**config.mk**
```make
export PLATFORM = sky130hd
export DESIGN_NAME = ret_controller
export DESIGN_NICKNAME = d
export VERILOG_FILES = /design/src/rtl/ret_ctrl_pkg.sv /design/src/rtl/ret_controller.sv
export SDC_FILE = /design/constraint.sdc
export NUM_CORES = 1
export LEC_CHECK = 0
export BUFFER_PORTS_ARGS = -buffer_cell sky130_fd_sc_hd__buf_2
export CAP_MARGIN = 20
export CORE_MARGIN = 10
export CORE_UTILIZATION = 45
export CTS_BUF_LIST = sky130_fd_sc_hd__clkbuf_8
export CTS_CLUSTER_DIAMETER = 80
export CTS_CLUSTER_SIZE = 28
export DETAILED_ROUTE_END_ITERATION = 12
export PLACE_DENSITY = 0.75
export SETUP_SLACK_MARGIN = 0.5
export SYNTH_ARGS = -nofsm -noshare
export SYNTH_HDL_FRONTEND = slang
export SYNTH_SLANG_ARGS = --single-unit
```
**constraint.sdc**
```tcl
create_clock -name clk -period 2.5 [get_ports clk]
set_input_delay 0.125 -clock clk [delete_from_list [all_inputs] [get_ports clk]]
set_output_delay 0.125 -clock clk [all_outputs]
set_load 0.02 [all_outputs]
```
**src/rtl/ret_ctrl_pkg.sv**
```systemverilog
// Shared definitions for the return-path sequencer: state encoding and pop counts.
package ret_ctrl_pkg;

  typedef enum logic [2:0] {
    IDLE    = 3'd0,
    POP_LO  = 3'd1,
    POP_HI  = 3'd2,
    POP_FLG = 3'd3,
    CAPT    = 3'd4,
    LOAD    = 3'd5,
    DRAIN   = 3'd6
  } state_e;

  localparam int unsigned RET_POPS = 2;
  localparam int unsigned RTI_POPS = 3;

endpackage

```
**src/rtl/ret_controller.sv**
```systemverilog
// Return-path sequencer: pops PC (and flags for RTI) off the stack, then loads
// PC/SP/CCR and flushes the wrong-path instructions.
module ret_controller
  import ret_ctrl_pkg::*;
#(
  parameter int DATA_W = 16,
  parameter int ADDR_W = 32,
  parameter int FLAG_W = 3
) (
  input  logic                clk,
  input  logic                rst,
  input  logic                ret,
  input  logic                rti,
  input  logic [ADDR_W-1:0]   sp_in,
  input  logic [DATA_W-1:0]   mem_rdata,
  output logic                mem_rd,
  output logic [ADDR_W-1:0]   mem_addr,
  output logic [2*DATA_W-1:0] pc_out,
  output logic                pc_load,
  output logic [FLAG_W-1:0]   flags_out,
  output logic                flags_load,
  output logic [ADDR_W-1:0]   sp_out,
  output logic                sp_wr,
  output logic                stall,
  output logic                flush,
  output logic                busy
);

  state_e                state_q, state_d;
  logic                  is_rti_q, is_rti_d;
  logic [ADDR_W-1:0]     addr_q, addr_d;
  logic [ADDR_W-1:0]     sp_q, sp_d;
  logic [2*DATA_W-1:0]   pc_q, pc_d;
  logic [FLAG_W-1:0]     flags_q, flags_d;

  logic                  mem_rd_q, mem_rd_d;
  logic [ADDR_W-1:0]     mem_addr_q, mem_addr_d;
  logic [2*DATA_W-1:0]   pc_out_q, pc_out_d;
  logic                  pc_load_q, pc_load_d;
  logic [FLAG_W-1:0]     flags_out_q, flags_out_d;
  logic                  flags_load_q, flags_load_d;
  logic [ADDR_W-1:0]     sp_out_q, sp_out_d;
  logic                  sp_wr_q, sp_wr_d;
  logic                  stall_q, stall_d;
  logic                  flush_q, flush_d;
  logic                  busy_q, busy_d;

  always_comb begin
    // NOTE: every signal gets a default before the case so no latch is inferred.
    state_d  = state_q;
    is_rti_d = is_rti_q;
    addr_d   = addr_q;
    sp_d     = sp_q;
    pc_d     = pc_q;
    flags_d  = flags_q;

    unique case (state_q)
      IDLE: begin
        if (ret || rti) begin
          is_rti_d = rti;
          addr_d   = sp_in + ADDR_W'(1);
          sp_d     = sp_in + ADDR_W'(rti ? RTI_POPS : RET_POPS);
          state_d  = POP_LO;
        end
      end
      POP_LO: begin
        addr_d  = addr_q + ADDR_W'(1);
        state_d = POP_HI;
      end
      POP_HI: begin
        pc_d[DATA_W-1:0] = mem_rdata;
        addr_d           = addr_q + ADDR_W'(1);
        state_d          = is_rti_q ? POP_FLG : CAPT;
      end
      POP_FLG: begin
        pc_d[2*DATA_W-1:DATA_W] = mem_rdata;
        state_d                 = CAPT;
      end
      CAPT: begin
        if (is_rti_q) flags_d = mem_rdata[FLAG_W-1:0];
        else          pc_d[2*DATA_W-1:DATA_W] = mem_rdata;
        state_d = LOAD;
      end
      LOAD:    state_d = DRAIN;
      DRAIN:   state_d = IDLE;
      default: state_d = IDLE;
    endcase
  end

  // Outputs are decoded from the next state so they appear registered in the
  // same cycle the FSM occupies the corresponding state.
  always_comb begin
    mem_rd_d     = (state_d == POP_LO) || (state_d == POP_HI) || (state_d == POP_FLG);
    mem_addr_d   = mem_rd_d ? addr_d : '0;
    pc_load_d    = (state_d == LOAD);
    sp_wr_d      = pc_load_d;
    flags_load_d = pc_load_d && is_rti_d;
    pc_out_d     = pc_load_d ? pc_d    : pc_out_q;
    sp_out_d     = pc_load_d ? sp_d    : sp_out_q;
    flags_out_d  = pc_load_d ? flags_d : flags_out_q;
    stall_d      = mem_rd_d || (state_d == CAPT) || (state_d == LOAD);
    flush_d      = (state_d == LOAD) || (state_d == DRAIN);
    busy_d       = (state_d != IDLE);
  end

  always_ff @(posedge clk) begin
    // NOTE: sequential state uses non-blocking assignments only; the reset here
    // is synchronous, so it is just the highest-priority branch of the edge.
    if (!rst) begin
      state_q      <= IDLE;
      is_rti_q     <= 1'b0;
      addr_q       <= '0;
      sp_q         <= '0;
      pc_q         <= '0;
      flags_q      <= '0;
      mem_rd_q     <= 1'b0;
      mem_addr_q   <= '0;
      pc_out_q     <= '0;
      pc_load_q    <= 1'b0;
      flags_out_q  <= '0;
      flags_load_q <= 1'b0;
      sp_out_q     <= '0;
      sp_wr_q      <= 1'b0;
      stall_q      <= 1'b0;
      flush_q      <= 1'b0;
      busy_q       <= 1'b0;
    end else begin
      state_q      <= state_d;
      is_rti_q     <= is_rti_d;
      addr_q       <= addr_d;
      sp_q         <= sp_d;
      pc_q         <= pc_d;
      flags_q      <= flags_d;
      mem_rd_q     <= mem_rd_d;
      mem_addr_q   <= mem_addr_d;
      pc_out_q     <= pc_out_d;
      pc_load_q    <= pc_load_d;
      flags_out_q  <= flags_out_d;
      flags_load_q <= flags_load_d;
      sp_out_q     <= sp_out_d;
      sp_wr_q      <= sp_wr_d;
      stall_q      <= stall_d;
      flush_q      <= flush_d;
      busy_q       <= busy_d;
    end
  end

  assign mem_rd     = mem_rd_q;
  assign mem_addr   = mem_addr_q;
  assign pc_out     = pc_out_q;
  assign pc_load    = pc_load_q;
  assign flags_out  = flags_out_q;
  assign flags_load = flags_load_q;
  assign sp_out     = sp_out_q;
  assign sp_wr      = sp_wr_q;
  assign stall      = stall_q;
  assign flush      = flush_q;
  assign busy       = busy_q;

endmodule
```
-- After elaboration in Yosys (flattened, before gate mapping)
Index checks and enable logic that the tools add are counted.
W data, S select, Z words.
- register bits after elaboration: 208
- word-level logic and storage cells: 56
- input bits: 52
- $add $sub $neg: 3
- equality and inequality tests: 11
- reductions and logical operators: 11
- multiplexer cells: 15
- operator list (kind ; number):
    $mux W32 ; 3
    $add A32 B1 Y32 const B ; 2
    $pmux W32 S2 ; 1
    $add A32 B2 Y32 ; 1
    $mux W16 ; 2
    $pmux W16 S2 ; 1
    $pmux W3 S6 ; 1
    $eq A3 B3 Y1 const B ; 5
    $eq A3 B2 Y1 const B ; 4
    $mux W3 ; 4
    $eq A3 B1 Y1 const B ; 2
    $logic_or A1 B1 Y1 ; 6
    $logic_not A3 Y1 ; 1
    $mux W1 ; 3
    $reduce_bool A3 Y1 ; 1
    $reduce_and A2 Y1 ; 1
    $reduce_or A2 Y1 ; 1
    $logic_and A1 B1 Y1 ; 1

-- Logic depth before layout (Yosys ltp)
- depth in word-level cells: 8
- depth in mapped cells: 9

-- Worst setup path before layout
OpenSTA, ideal clock, no wires.
- path type: register to register
- start: register addr_q[8]
- end: register addr_q[26]
- path buffers: 0
- stages on the path, launching flop included: 7
- data arrival time: 1.784 ns
- setup time: 0.070 ns
- data required time: 2.430 ns
- setup slack: 0.646 ns
- cell sequence: dfxtp_1 -> nand4_4 -> nor4_4 -> nand3_1 -> nor3_1 -> mux2_1 -> a21oi_1
- word-level cells in the longest chain between the ends: 2
- RTL lines (element ; line ; RTL):
    start: declaration ; ret_controller.sv:31 ; logic [ADDR_W-1:0] addr_q, addr_d;
    start signal: assignment ; ret_controller.sv:130 ; addr_q <= addr_d;
    $add A32 B1 Y32 ; ret_controller.sv:67, ret_controller.sv:72 ;
    $pmux W32 S2 ; ret_controller.sv:57 ; unique case (state_q)
Every way passes these cells.
A chain may end at the register's enable or synchronous reset.

-- Worst setup path in the final report
- start: register addr_q[8]
- end: register addr_q[14]
The elaborated chain is that of the path after synthesis.

==> flow_metrics.py <==
metrics = {
    "synthesis": {
        "yosys_warnings": 0,
        "netlist_area_um2": 9130,
        "synthArstFlopShare_pct": 0,
        "syn_nets": 1141,
        "yosysSeqAreaShare_pct": 45.6,
        "synth_area_leader_cell": "dfxtp_1",
        "syn-instance-count": 1085,
        "synth_area_leaders": "dfxtp_1 46%, nand2_1 7.2%, nor2_1 6.2%",
        "synth_edf_count": 0,
        "ys_seq_elements": 208,
        "ys_types": 70,
        "avgSynthCellArea_um2": 8.41,
        "synth_top_area_share_pct": 45.6,
        "ys.flop_type": "dfxtp_1",
    },
    "clocking": {
        "cts.sinks": 208,
        "clkTransAtPathRegs_ps": 140,
        "clock_path_buffers": 3,
        "h-tree-depth": 1,
        "clk_latency_ps": 510,
        "cts_root_buf": "clkbuf_8",
        "cts_tree": "built",
        "numCtsBuffers": 12,
    },
    "detailed_routing": {
        "drcViolationCount": 0,
        "vias": 8111,
        "via_per_inst": 5.34,
        "wl_um": 26300,
        "drtAntennaViolNets": 0,
        "dr.pass1.iters": 5,
        "wl_per_cell_um": 17.3,
        "drt_iter0_markers": 623,
    },
    "setup_path": {
        "crit_fanout": 8,
        "crit_path_end_kind": "register",
        "ff2ff_path_depth": 7,
        "worstReg2RegStart": "addr_q[8]",
        "crit_required_ps": 2910,
        "path_class": "register to register",
        "crit_arrival_ps": 2350,
        "start_kind": "register",
        "startpoint": "addr_q[8]",
    },
    "timing": {
        "clock.fmax_ghz": 0.515,
        "maxSlewViolCount": 0,
        "fin_tns_setup_ps": 0,
        "worst_clock_skew_ps": 22.8,
        "rsz0062_at_grt": "no",
        "min_period_ps": 1940,
        "hold_viol_final": 0,
        "setup_violations": 0,
        "relSlewSlack_pct": 49.7,
        "period_share_pct": 77.7,
        "worstMarginPinSlew_ps": 755,
    },
    "cells_and_area": {
        "final-instance-count-excl-fill": 1520,
        "fin_area_um2": 10900,
        "multi_input_area_um2": 4620,
        "area_growth_pct": 19.1,
        "register_area_um2": 4180,
        "final_common_cell": "dfxtp_1",
        "num-nets-final": 1295,
        "final_core_util_pct": 54.1,
        "drive_gt1_share_pct": 21.8,
        "layout_common_cells": "198 x dfxtp_1, 173 x nand2_1, 157 x buf_2",
        "fillCellCount": 1897,
    },
    "global_routing": {
        "busiest_layer": "met2",
        "first_global_vias": 7677,
        "grtUsageTotal_pct": 19.1,
        "antenna_found_initial": 5,
        "grt_max_degree": 72,
        "use_met1_pct": 26.2,
        "grt_pass1_wl_um": 41600,
        "gr-usage-met3_pct": 3.79,
        "grtUsageMet2_pct": 29.7,
        "grt_overflow": 0,
    },
    "die": {
        "dieArea_um2": 26400,
        "dieHeight_um": 162,
        "die_x_um": 162,
        "start_util_pct": 45.4,
        "core_area_um2": 20100,
        "rows": 52,
        "ios": 158,
    },
    "power": {
        "intPower_mw": 4.86,
        "vdd_drop_max_mv": 0.562,
        "leakage_nw": 4.26,
        "p_comb_share_pct": 20.2,
        "clkPwrFrac_pct": 26.1,
        "p_seq_share_pct": 53.6,
        "switching_power_mw": 2.15,
        "swShare_pct": 30.7,
        "p_per_area_nw_per_um2": 645,
    },
    "place": {
        "dp_cells": 1454,
        "placed_area_um2": 10100,
        "globalplace.congestion": 0.967,
        "port_buffers": 157,
        "post-dp-hpwl_um": 19100,
    },
    "min_path": {
        "min_from": "rst",
        "hold_class": "primary input to register",
        "worstHoldPathCells": 2,
    },
    "outcome": {
        "run_status": "finished clean",
    },
    "job": {
        "cap_violations": 0,
    },
}
## through the flow
step | total power, mW | hold slack [ps] | worst slack [ps]
6_report | 7.01 | 28.5 | 558
5_1_grt | 7.32 | 13.8 | 488
4_1_cts | 7.03 | 4.11 | 500
3_5_place_dp | 5.17 | 385 | 275
3_3_place_gp | 5.15 | 380 | 326
2_1_floorplan | 4.71 | 261 | 646
## state kept, by name (all words and copies together), names as in the netlist
signal,cells
pc_q,32
flags_out,3
flags_q,3
is_rti_q,1
mem_rd,1
flags_load,1
sp_out,32
stall,1
state_q,3
busy,1
mem_addr,32
flush,1
sp_wr,1
pc_out,32
sp_q,32
addr_q,32
## layout make-up
cell class	instances	share of cell area [%]
Sequential cell	208	38.5
Inverter	8	0.299
Clock buffer	14	1.77
Timing Repair Buffer	220	12.8
Clock inverter	6	0.909
Tap cell	270	3.11
Antenna cell	5	0.115
Multi-Input combinational cell	789	42.5
## timing repair
item                       CTS  global route
pin swaps                    1             6
hold buffers                29             0
gates resized for setup      5            26
hold endpoints to repair    51             0
setup endpoints to repair   40            76
buffers inserted             2            10
## Yosys cell counts, drive strengths merged (6+ instances only)
master / n
nor3: 23
a31oi: 7
nand4: 27
nor4: 13
nor2: 153
o21ai: 21
xor2: 32
clkbuf: 41
xnor2: 29
a21oi: 98
inv: 8
mux2i: 25
a211oi: 47
dfxtp: 208
or3: 7
and3: 8
nand2: 179
nand3: 40
buf: 39
and4: 6
and2: 14
## power by group through the flow
stage               combinational (mW)  sequential, mW  clock [mW]
floorplan                        0.813            3.90           0
global placement                  1.34            3.81           0
detailed placement                1.35            3.82           0
CTS                               1.40            3.75        1.88
global route                      1.56            3.79        1.97
finish                            1.42            3.76        1.83
## kinds of logic after synthesis
group	count (synthesis)	share of synthesized area, %
adders and majority gates	4	0.548
DFF	208	45.6
AOI/OAI and AO/OA	209	14.6
buffers and inverters	88	4.47
muxes	26	2.87
and+or+nand+nor	489	26.0
xor gates and xnor gates	61	5.94
## worst max-delay path: stages (launching register included)
cell and delay, ps:
dfxtp_4 420, nand4_4 130, nor4_4 410, buf_4 190
nand2_1 90, and3_1 230, a211oi_2 300, nor2_1 80
## routing by layer
layer / vias to the layer above / wire [um]
met5: - / 0
met4: 0 / 675
met3: 40 / 1760
met2: 271 / 11900
met1: 3744 / 11900
li1: 4056 / -
## final timing paths
check                    end  slack (ps)
setup / recovery  addr_q[14]         560
hold / removal    addr_q[29]          30
setup reg to reg  addr_q[14]         560
hold reg to reg   sp_out[12]         440
Note: power is estimated with default switching activity, not from simulation.
